**src/rtl/rs_alu_if.sv**
```systemverilog
// rs_alu_if: dispatch, writeback, issue and status bundle of the ALU reservation station
// master drives dispatch/wakeup/flush/issue_ready; slave (the station) drives issue and status.
`ifndef DATA_LEN
`define DATA_LEN 32
`endif
`ifndef RRF_SEL
`define RRF_SEL 6
`endif
interface rs_alu_if #(
  parameter int ENTRY_SEL = 3,
  parameter int OP_W = 4
);
  logic                 flush_i;
  logic                 dp_valid_i;
  logic [`DATA_LEN-1:0] dp_src1_i;
  logic                 dp_rdy1_i;
  logic [`DATA_LEN-1:0] dp_src2_i;
  logic                 dp_rdy2_i;
  logic [`RRF_SEL-1:0]  dp_rrftag_i;
  logic                 dp_dstval_i;
  logic [OP_W-1:0]      dp_op_i;
  logic                 wb0_valid_i;
  logic [`RRF_SEL-1:0]  wb0_rrftag_i;
  logic [`DATA_LEN-1:0] wb0_data_i;
  logic                 wb1_valid_i;
  logic [`RRF_SEL-1:0]  wb1_rrftag_i;
  logic [`DATA_LEN-1:0] wb1_data_i;
  logic                 issue_ready_i;
  logic                 issue_valid_o;
  logic [`DATA_LEN-1:0] issue_src1_o;
  logic [`DATA_LEN-1:0] issue_src2_o;
  logic [`RRF_SEL-1:0]  issue_rrftag_o;
  logic                 issue_dstval_o;
  logic [OP_W-1:0]      issue_op_o;
  logic                 full_o;
  logic [ENTRY_SEL:0]   count_o;
  modport master (
    output flush_i, dp_valid_i, dp_src1_i, dp_rdy1_i, dp_src2_i, dp_rdy2_i, dp_rrftag_i,
           dp_dstval_i, dp_op_i, wb0_valid_i, wb0_rrftag_i, wb0_data_i, wb1_valid_i,
           wb1_rrftag_i, wb1_data_i, issue_ready_i,
    input  issue_valid_o, issue_src1_o, issue_src2_o, issue_rrftag_o, issue_dstval_o,
           issue_op_o, full_o, count_o
  );
  modport slave (
    input  flush_i, dp_valid_i, dp_src1_i, dp_rdy1_i, dp_src2_i, dp_rdy2_i, dp_rrftag_i,
           dp_dstval_i, dp_op_i, wb0_valid_i, wb0_rrftag_i, wb0_data_i, wb1_valid_i,
           wb1_rrftag_i, wb1_data_i, issue_ready_i,
    output issue_valid_o, issue_src1_o, issue_src2_o, issue_rrftag_o, issue_dstval_o,
           issue_op_o, full_o, count_o
  );
endinterface

```
**src/rtl/rs_alu.sv**
```systemverilog
// rs_alu: out-of-order ALU reservation station with dual-port wakeup and lowest-index issue
// Ports: clk_i clock, reset_i sync active-high reset, bus (rs_alu_if.slave) carrying
// flush, dispatch, two writeback broadcasts, issue valid/ready handshake, full and count.
`ifndef DATA_LEN
`define DATA_LEN 32
`endif
`ifndef RRF_SEL
`define RRF_SEL 6
`endif
module rs_alu #(
  parameter int ENTRY_NUM = 8,
  parameter int ENTRY_SEL = 3,
  parameter int OP_W = 4
) (
  input logic     clk_i,
  input logic     reset_i,
  rs_alu_if.slave bus
);
  localparam int DL = `DATA_LEN;
  localparam int RS = `RRF_SEL;
  logic [ENTRY_NUM-1:0] r_busy, r_rdy1, r_rdy2, r_dst;
  logic [DL-1:0]        r_src1 [ENTRY_NUM];
  logic [DL-1:0]        r_src2 [ENTRY_NUM];
  logic [RS-1:0]        r_tag [ENTRY_NUM];
  logic [OP_W-1:0]      r_op [ENTRY_NUM];
  logic [ENTRY_SEL:0]   r_count;
  logic [ENTRY_NUM-1:0] w_ready, w_issue_oh, w_alloc_oh;
  logic [ENTRY_SEL-1:0] w_sel, w_free;
  logic                 w_any, w_issue, w_alloc, w_full;
  logic                 w_wb0_v, w_wb1_v;
  logic [RS-1:0]        w_wb0_t, w_wb1_t;
  logic [DL-1:0]        w_wb0_d, w_wb1_d;
  assign w_wb0_v = bus.wb0_valid_i;
  assign w_wb0_t = bus.wb0_rrftag_i;
  assign w_wb0_d = bus.wb0_data_i;
  assign w_wb1_v = bus.wb1_valid_i;
  assign w_wb1_t = bus.wb1_rrftag_i;
  assign w_wb1_d = bus.wb1_data_i;
  // Returns {ready, value} after snooping both broadcast ports; port 0 has priority.
  function automatic logic [DL:0] wake(input logic rdy, input logic [DL-1:0] src);
    return rdy ? {1'b1, src} :
           (w_wb0_v && src[RS-1:0] == w_wb0_t) ? {1'b1, w_wb0_d} :
           (w_wb1_v && src[RS-1:0] == w_wb1_t) ? {1'b1, w_wb1_d} : {1'b0, src};
  endfunction
  assign w_ready = r_busy & r_rdy1 & r_rdy2;
  // Descending scan so the lowest index is the last (winning) assignment.
  always_comb begin
    w_sel = '0;
    w_any = 1'b0;
    w_free = '0;
    for (int k = ENTRY_NUM - 1; k >= 0; k--) begin
      if (w_ready[k]) begin
        w_sel = ENTRY_SEL'(k);
        w_any = 1'b1;
      end
      if (!r_busy[k]) w_free = ENTRY_SEL'(k);
    end
  end
  assign w_full = r_count == (ENTRY_SEL + 1)'(ENTRY_NUM);
  assign w_issue = w_any & bus.issue_ready_i;
  assign w_alloc = bus.dp_valid_i & ~w_full & ~bus.flush_i;
  assign w_issue_oh = ENTRY_NUM'(w_issue) << w_sel;
  assign w_alloc_oh = ENTRY_NUM'(w_alloc) << w_free;
  always_ff @(posedge clk_i) begin
    if (reset_i || bus.flush_i) begin
      r_busy <= '0;
      r_count <= '0;
    end else begin
      r_busy <= (r_busy & ~w_issue_oh) | w_alloc_oh;
      r_count <= r_count + (ENTRY_SEL + 1)'(w_alloc) - (ENTRY_SEL + 1)'(w_issue);
    end
  end
  // Payload is gated by busy, so it needs no reset.
  always_ff @(posedge clk_i) begin
    for (int k = 0; k < ENTRY_NUM; k++) begin
      if (w_alloc_oh[k]) begin
        {r_rdy1[k], r_src1[k]} <= wake(bus.dp_rdy1_i, bus.dp_src1_i);
        {r_rdy2[k], r_src2[k]} <= wake(bus.dp_rdy2_i, bus.dp_src2_i);
        r_tag[k] <= bus.dp_rrftag_i;
        r_dst[k] <= bus.dp_dstval_i;
        r_op[k] <= bus.dp_op_i;
      end else begin
        {r_rdy1[k], r_src1[k]} <= wake(r_rdy1[k], r_src1[k]);
        {r_rdy2[k], r_src2[k]} <= wake(r_rdy2[k], r_src2[k]);
      end
    end
  end
  assign bus.issue_valid_o = w_any;
  assign bus.issue_src1_o = w_any ? r_src1[w_sel] : '0;
  assign bus.issue_src2_o = w_any ? r_src2[w_sel] : '0;
  assign bus.issue_rrftag_o = w_any ? r_tag[w_sel] : '0;
  assign bus.issue_dstval_o = w_any & r_dst[w_sel];
  assign bus.issue_op_o = w_any ? r_op[w_sel] : '0;
  assign bus.full_o = w_full;
  assign bus.count_o = r_count;
endmodule

```
**src/flat_wrapper.sv**
```systemverilog
// flat-port wrapper written by rule: the top's interface ports become plain ports
module rs_alu_flat 
#(
  parameter int ENTRY_NUM = 8,
  parameter int ENTRY_SEL = 3,
  parameter int OP_W = 4
)
  (clk_i, reset_i, bus_flush_i, bus_dp_valid_i, bus_dp_src1_i, bus_dp_rdy1_i, bus_dp_src2_i, bus_dp_rdy2_i, bus_dp_rrftag_i, bus_dp_dstval_i, bus_dp_op_i, bus_wb0_valid_i, bus_wb0_rrftag_i, bus_wb0_data_i, bus_wb1_valid_i, bus_wb1_rrftag_i, bus_wb1_data_i, bus_issue_ready_i, bus_issue_valid_o, bus_issue_src1_o, bus_issue_src2_o, bus_issue_rrftag_o, bus_issue_dstval_o, bus_issue_op_o, bus_full_o, bus_count_o);
  rs_alu_if #(.ENTRY_SEL(ENTRY_SEL), .OP_W(OP_W)) bus_i ();
  input logic clk_i;
  input logic reset_i;
  input wire logic [$bits(bus_i.flush_i)-1:0] bus_flush_i;
  input wire logic [$bits(bus_i.dp_valid_i)-1:0] bus_dp_valid_i;
  input wire logic [$bits(bus_i.dp_src1_i)-1:0] bus_dp_src1_i;
  input wire logic [$bits(bus_i.dp_rdy1_i)-1:0] bus_dp_rdy1_i;
  input wire logic [$bits(bus_i.dp_src2_i)-1:0] bus_dp_src2_i;
  input wire logic [$bits(bus_i.dp_rdy2_i)-1:0] bus_dp_rdy2_i;
  input wire logic [$bits(bus_i.dp_rrftag_i)-1:0] bus_dp_rrftag_i;
  input wire logic [$bits(bus_i.dp_dstval_i)-1:0] bus_dp_dstval_i;
  input wire logic [$bits(bus_i.dp_op_i)-1:0] bus_dp_op_i;
  input wire logic [$bits(bus_i.wb0_valid_i)-1:0] bus_wb0_valid_i;
  input wire logic [$bits(bus_i.wb0_rrftag_i)-1:0] bus_wb0_rrftag_i;
  input wire logic [$bits(bus_i.wb0_data_i)-1:0] bus_wb0_data_i;
  input wire logic [$bits(bus_i.wb1_valid_i)-1:0] bus_wb1_valid_i;
  input wire logic [$bits(bus_i.wb1_rrftag_i)-1:0] bus_wb1_rrftag_i;
  input wire logic [$bits(bus_i.wb1_data_i)-1:0] bus_wb1_data_i;
  input wire logic [$bits(bus_i.issue_ready_i)-1:0] bus_issue_ready_i;
  output wire logic [$bits(bus_i.issue_valid_o)-1:0] bus_issue_valid_o;
  output wire logic [$bits(bus_i.issue_src1_o)-1:0] bus_issue_src1_o;
  output wire logic [$bits(bus_i.issue_src2_o)-1:0] bus_issue_src2_o;
  output wire logic [$bits(bus_i.issue_rrftag_o)-1:0] bus_issue_rrftag_o;
  output wire logic [$bits(bus_i.issue_dstval_o)-1:0] bus_issue_dstval_o;
  output wire logic [$bits(bus_i.issue_op_o)-1:0] bus_issue_op_o;
  output wire logic [$bits(bus_i.full_o)-1:0] bus_full_o;
  output wire logic [$bits(bus_i.count_o)-1:0] bus_count_o;
  assign bus_i.flush_i = bus_flush_i;
  assign bus_i.dp_valid_i = bus_dp_valid_i;
  assign bus_i.dp_src1_i = bus_dp_src1_i;
  assign bus_i.dp_rdy1_i = bus_dp_rdy1_i;
  assign bus_i.dp_src2_i = bus_dp_src2_i;
  assign bus_i.dp_rdy2_i = bus_dp_rdy2_i;
  assign bus_i.dp_rrftag_i = bus_dp_rrftag_i;
  assign bus_i.dp_dstval_i = bus_dp_dstval_i;
  assign bus_i.dp_op_i = bus_dp_op_i;
  assign bus_i.wb0_valid_i = bus_wb0_valid_i;
  assign bus_i.wb0_rrftag_i = bus_wb0_rrftag_i;
  assign bus_i.wb0_data_i = bus_wb0_data_i;
  assign bus_i.wb1_valid_i = bus_wb1_valid_i;
  assign bus_i.wb1_rrftag_i = bus_wb1_rrftag_i;
  assign bus_i.wb1_data_i = bus_wb1_data_i;
  assign bus_i.issue_ready_i = bus_issue_ready_i;
  assign bus_issue_valid_o = bus_i.issue_valid_o;
  assign bus_issue_src1_o = bus_i.issue_src1_o;
  assign bus_issue_src2_o = bus_i.issue_src2_o;
  assign bus_issue_rrftag_o = bus_i.issue_rrftag_o;
  assign bus_issue_dstval_o = bus_i.issue_dstval_o;
  assign bus_issue_op_o = bus_i.issue_op_o;
  assign bus_full_o = bus_i.full_o;
  assign bus_count_o = bus_i.count_o;
  rs_alu #(.ENTRY_NUM(ENTRY_NUM), .ENTRY_SEL(ENTRY_SEL), .OP_W(OP_W)) u_core (.clk_i(clk_i), .reset_i(reset_i), .bus(bus_i));
endmodule
```
**config.mk**
```make
export PLATFORM = sky130hd
export DESIGN_NAME = rs_alu_flat
export DESIGN_NICKNAME = d
export VERILOG_FILES = /design/src/rtl/rs_alu_if.sv /design/src/rtl/rs_alu.sv /design/src/flat_wrapper.sv
export SDC_FILE = /design/constraint.sdc
export NUM_CORES = 2
export LEC_CHECK = 0
export ABC_AREA = 0
export BUFFER_PORTS_ARGS = -buffer_cell sky130_fd_sc_hd__clkbuf_2
export CAP_MARGIN = 10
export CORE_ASPECT_RATIO = 1.4
export CORE_UTILIZATION = 30
export CTS_BUF_LIST = sky130_fd_sc_hd__clkbuf_4
export DETAILED_ROUTE_END_ITERATION = 7
export SLEW_MARGIN = 15
export SYNTH_ARGS = -nofsm -noshare
export SYNTH_HDL_FRONTEND = slang
export SYNTH_SLANG_ARGS = --single-unit
```
**constraint.sdc**
```tcl
create_clock -name clk_i -period 6.1 [get_ports clk_i]
set_clock_uncertainty 0.15 [all_clocks]
set_input_delay 1.22 -clock clk_i [delete_from_list [all_inputs] [get_ports clk_i]]
set_output_delay 1.22 -clock clk_i [all_outputs]
set_load 0.03 [all_outputs]
```
After elaboration in Yosys (flattened, before gate mapping)
Memories as Yosys holds them, arrays and structs flattened.
Index checks and enable logic that the tools add are counted.
{ "op_classes": {"add_sub_neg": 2, "magnitude_cmp": 2, "eq_ne": 53, "n_shift": 2, "n_mux": 138, "bitwise_logic": 12, "n_reduce_logical": 69} }
{ "ops": {"columns": ["cell", "n"], "rows": [
  ["33-bit 2-to-1 mux", 54],
  ["32-bit 2-to-1 mux", 22],
  ["6-bit equality test", 36],
  ["32-bit binary-select mux with 3-bit select", 2],
  ["3-bit 2-to-1 mux", 16],
  ["3-bit nonzero test", 16],
  ["1-bit 2-to-1 mux", 41],
  ["1-bit logical AND", 36],
  ["2-bit inequality test (second input constant)", 16],
  ["2-bit AND reduction", 16],
  ["8-bit AND", 3],
  ["1-bit by 3-bit left shift with 8-bit output", 2],
  ["8-bit inverter", 1],
  ["8-bit OR", 1],
  ["6-bit 2-to-1 mux", 1],
  ["4-bit by 1-bit adder with 4-bit output", 1],
  ["1-bit AND", 4],
  ["4-bit equality test (second input constant)", 1],
  ["4-bit greater-or-equal comparator (second input constant)", 1],
  ["3-bit by 4-bit < comparator with 1-bit output (second input constant)", 1],
  ["4-bit 2-to-1 mux", 1],
  ["3-bit inverter with 4-bit output", 1],
  ["4-bit by 1-bit subtractor with 4-bit output", 1],
  ["1-bit binary-select mux with 3-bit select", 1],
  ["2 further kinds", 3]
]} }
{ "word_totals": {"ff_bits": 548, "ram_bits": 80, "out_inout_bits": 81, "n_memories": 2} }
{ "mem_list": {"columns": ["name", "depth", "width", "rd", "rd_clocked_by_memory_dff", "write_ports", "line", "source"], "rows": [
  ["u_core.r_tag", 8, 6, 1, 0, 8, "rs_alu.sv:24", "logic [RS-1:0] r_tag [ENTRY_NUM];"],
  ["u_core.r_op", 8, 4, 1, 0, 8, "rs_alu.sv:25", "logic [OP_W-1:0] r_op [ENTRY_NUM];"]
]} }

Longest topological paths before layout
{ "depth": {"ltp_word": 15, "ltp_mapped": 13} }

Least setup slack after synthesis
Ideal clock, no wire load.
{ "synth_path": {"kind": "input -> register", "start": "input bus_wb0_rrftag_i[4]", "end": "register u_core.r_src2[64] (netlist bit), enable pin", "arrival_ps": 4602, "t_required_ps": 5484, "path_slack_ps": 883, "stages": 7, "path_cell_list": "buf_2 buf_6 xnor2_1 nand4_1 nor4_4 nor2_1 o21ai_0"} }
{ "synth_via": {"elab_chain_len": 4} }
{ "synth_lines": {"columns": ["item", "line", "source"], "rows": [
  ["start: declaration", "flat_wrapper.sv:22", "input wire logic [$bits(bus_i.wb0_rrftag_i)-1:0] bus_wb0_rrftag_i;"],
  ["6-bit equality test", "rs_alu.sv:42", "(w_wb0_v && src[RS-1:0] == w_wb0_t) ? {1'b1, w_wb0_d} :"],
  ["1-bit logical AND", "rs_alu.sv:42", null],
  ["3-bit nonzero test (no source line)", null, null],
  ["2-bit AND reduction (no source line)", null, null],
  ["end signal: indexed assignment", "rs_alu.sv:78", "{r_rdy2[k], r_src2[k]} <= wake(bus.dp_rdy2_i, bus.dp_src2_i);"],
  ["end signal: indexed assignment", "rs_alu.sv:84", "{r_rdy2[k], r_src2[k]} <= wake(r_rdy2[k], r_src2[k]);"],
  ["end: declaration", "rs_alu.sv:23", "logic [DL-1:0] r_src2 [ENTRY_NUM];"]
]} }
No other way between the ends.
A chain may end at the register's enable or synchronous reset.

Worst setup path in the final report
{ "layout_path": {"start": "register u_core.r_rdy1[3]", "end": "output bus_issue_src2_o[9]"} }
{ "layout_via": {"elab_chain_len": 11} }
{ "layout_lines": {"columns": ["item", "line", "source"], "rows": [
  ["start: declaration", "rs_alu.sv:21", "logic [ENTRY_NUM-1:0] r_busy, r_rdy1, r_rdy2, r_dst;"],
  ["start signal: indexed assignment", "rs_alu.sv:77", "{r_rdy1[k], r_src1[k]} <= wake(bus.dp_rdy1_i, bus.dp_src1_i);"],
  ["start signal: indexed assignment", "rs_alu.sv:83", "{r_rdy1[k], r_src1[k]} <= wake(r_rdy1[k], r_src1[k]);"],
  ["8-bit AND * (2 in a row)", "rs_alu.sv:45", "assign w_ready = r_busy & r_rdy1 & r_rdy2;"],
  ["3-bit 2-to-1 mux (4 in a row)", "rs_alu.sv:52", "if (w_ready[k]) begin"],
  ["3-bit inverter with 4-bit output (not written as such)", "rs_alu.sv:90", "assign bus.issue_src2_o = w_any ? r_src2[w_sel] : '0;"],
  ["32-bit binary-select mux with 3-bit select", "rs_alu.sv:90", null],
  ["32-bit 2-to-1 mux (not written as such) (2 in a row)", "rs_alu.sv:90", null],
  ["32-bit 2-to-1 mux *", "rs_alu.sv:90", null],
  ["end: declaration", "flat_wrapper.sv:30", "output wire logic [$bits(bus_i.issue_src2_o)-1:0] bus_issue_src2_o;"]
]} }
Every way passes the cells marked *; elsewhere a longest branch is shown, timed or not. The select of a mux whose other input is x is not followed.

==> results.json <==
{
  "slew_viol_final": 0,
  "hold_viol": 0,
  "path_max_fanout": 29,
  "cp.required_ns": 4.73,
  "fin_util_pct": 34.2,
  "design_area_sq_mm": 0.0425,
  "root_buffer": "clkbuf_4",
  "cts_hold_buffers": 0,
  "syn_area_sq_mm": 0.0378,
  "synth_top_area_share_pct": 47.7,
  "relSlewSlack_pct": 15.9,
  "synth_warnings": 0,
  "grt_usage_pct": 24.4,
  "synth_seq_cells": 628,
  "synth_nets": 3325,
  "io_buffers": 240,
  "synth.distinct_cells": 52,
  "post_drt_wl_per_cell_microns": 32.0,
  "finalCriticalPeriod_ns": 5.79,
  "worst_pin_slew_ns": 1.26,
  "grt-ovfl-total": 0,
  "ir_worst_vdd_mv": 0.158,
  "start_util_pct": 30.3,
  "post_cts.repair.setup_buffers": 0,
  "clock_latency_ns": 1.13,
  "critPathKind": "reg -> out",
  "n_fill_cell": 12400,
  "drt_wl_total_microns": 160000,
  "avgSynthCellArea_sq_um": 12.0,
  "fmax_mhz": 173,
  "status": "finished with violations",
  "area_growth_pct": 12.6,
  "max_cap_violations": 0,
  "ctsResizeCount": 0,
  "htree_levels": 4,
  "dieWidth_microns": 302,
  "worstPathArrival_ns": 4.42,
  "cts_tree": "yes",
  "finalCritPeriodShare_pct": 94.8,
  "drive_gt1_share_pct": 22.1,
  "violations": "design-rule violations",
  "ys_seq_area_share_pct": 49.2,
  "min_path_type": "in -> reg",
  "synthCells": 3159,
  "detailed_place_hpwl_microns": 96400,
  "setup_viol": 0,
  "total_leakage_power_nw": 13.9,
  "clockBufferDepth": 3,
  "ant_nets": 0,
  "fin_cells": 4993,
  "rsz0062_at_grt": "no",
  "final_net_count": 3410,
  "synth.area.top_cells": "edfxtp_1, mux2i_1, o22ai_1, mux4_2, xnor2_1",
  "core_sq_mm": 0.124,
  "tns_ns": 0,
  "drc": 27,
  "place_area_sq_mm": 0.0405,
  "synthFlopType": "edfxtp_1",
  "endpoint_kind": "output pin",
  "die_area_sq_mm": 0.127,
  "holdWs_ns": 0.267,
  "drt-pass1-iter-count": 8,
  "first_iter_violations": 3768,
  "synth_edf_count": 600,
  "crit_start": "u_core.r_rdy1[3]$_DFF_P_",
  "cts_made_buffers": 157,
  "worst_setup_path_start_kind": "flop",
  "gp_congestion": 0.939,
  "place_inst": 4712,
  "synthArstFlopShare_pct": 0,
  "power_density_mw_per_mm2": 222,
  "die_h_microns": 422,
  "antenna_found_initial": 23,
  "grt_max_degree": 54,
  "dr_total_vias": 31100,
  "grt_pass1_wl_microns": 224000,
  "reg2reg_from": "u_core.bus.count_o[2]$_SDFF_PP0_",
  "yosys.area.top_type": "edfxtp_1",
  "rows": 153,
  "boundaryPins": 241,
  "grt_pass1_vias": 30900,
  "cts_sinks": 628,
  "vias_per_cell": 6.23,
  "cts.clk_slew.worst_paths_ns": 0.07,
  "min_from": "bus_issue_ready_i"
}
cell type report:
type                       count  area (sq um)  share of cell area (%)
sequential                   628         18600                    43.7
multi-input combinational   2055         17500                    41.2
timing repair buffer         353          2210                    5.21
tap                         1627          2040                    4.79
clock buffer                 225          1690                    3.97
clock inverter                44           260                   0.612
inverter                      49           184                   0.433
antenna                       12          30.0                  0.0707
logic make-up after synthesis:
group | after synthesis | synth area share, %
AO/OA/AOI/OAI | 780 | 13.6
multiplexers | 736 | 22.0
flip-flops | 628 | 49.2
buffers and inverters | 476 | 5.19
AND/OR/NAND/NOR | 315 | 4.76
XOR/XNOR | 218 | 5.06
adder cells (fa/ha/maj) | 6 | 0.219
per-stage QoR:
step,setup WS [ns],total power [mW]
finish,0.314,9.45
global placement,1.46,5.82
global route,0.168,9.73
detailed placement,1.46,5.84
floorplan,0.883,5.50
CTS,0.211,9.49
worst paths after layout:
| check | to | depth (start not counted) | slack, ns |
|---|---|---|---|
| setup / recovery | bus_issue_src2_o[9] | 8 | 0.31 |
| hold / removal | u_core.r_busy[1]$_SDFF_PP0_ | 2 | 0.27 |
| setup reg to reg | u_core.r_src1[88]$_DFFE_PP_ | 9 | 1.80 |
| hold reg to reg | u_core.r_rdy1[6]$_DFF_P_ | 1 | 0.37 |
critical path, stage by stage (launching register included):
cell and delay, ns:
dfxtp_1 0.45, nand3_1 0.24, o211ai_1 0.22, a41o_4 0.73
buf_4 0.36, mux4_2 0.53, nand2_1 0.08, o221ai_1 0.36
clkbuf_2 0.32
power breakdown:
group	leakage [nW]	internal, mW	switching [mW]
registers	6.07	4.76	0.0724
logic	6.63	0.305	0.636
clock network	1.17	1.82	1.86
state kept, by name (all words and copies together) (netlist names):
| signal | flops |
|---|---|
| u_core.r_rdy2 | 8 |
| u_core.r_op | 32 |
| u_core.r_busy | 8 |
| u_core.r_src2 | 256 |
| u_core.r_rdy1 | 8 |
| u_core.r_dst | 8 |
| u_core.r_src1 | 256 |
| u_core.r_tag | 48 |
| u_core.bus.count_o | 4 |
cells in the mapped netlist (25+ instances only):
cell      count
buf_2        87
xnor2_1     114
edfxtp_1    600
clkbuf_1    252
inv_1        48
buf_1        77
nor2_1       25
nand2_1      96
xor2_1      104
dfxtp_1      28
mux2i_1     661
nand4_1      38
o22ai_1     566
o221ai_1     74
mux4_2       75
a31oi_1      65
nor3_1       64
placed cells by master, fill, tap and decap left out, drive strengths merged, types with 2 or more instances in the layout:
master and instances:
or4 8, xnor2 114, a31oi 65, or2 11, diode 12, edfxtp 600, and3 2, ha 5
nand2 96, a22oi 2, o21ai 21, o22ai 576, mux2i 661, mux4 75, nand2b 4, bufinv 3
nor3b 2, a21oi 21, o221ai 74, nand4 38, nor3 64, a2bb2oi 10, clkbuf 465, or3 14
inv 58, nor2 25, nand3 17, clkinvlp 2, clkinv 30, o211ai 2, xor2 104, nor4 32
buf 113, dfxtp 28
routing by layer:
metal | wire length, microns | part of all wire [%] | track usage [%]
met3 | 17400 | 11 | 6.94
met4 | 12000 | 7.5 | 17.1
met5 | 167 | 0.10 | 0
met2 | 74200 | 46 | 38.8
met1 | 55800 | 35 | 28.1
(Power assumes the default switching activity.)
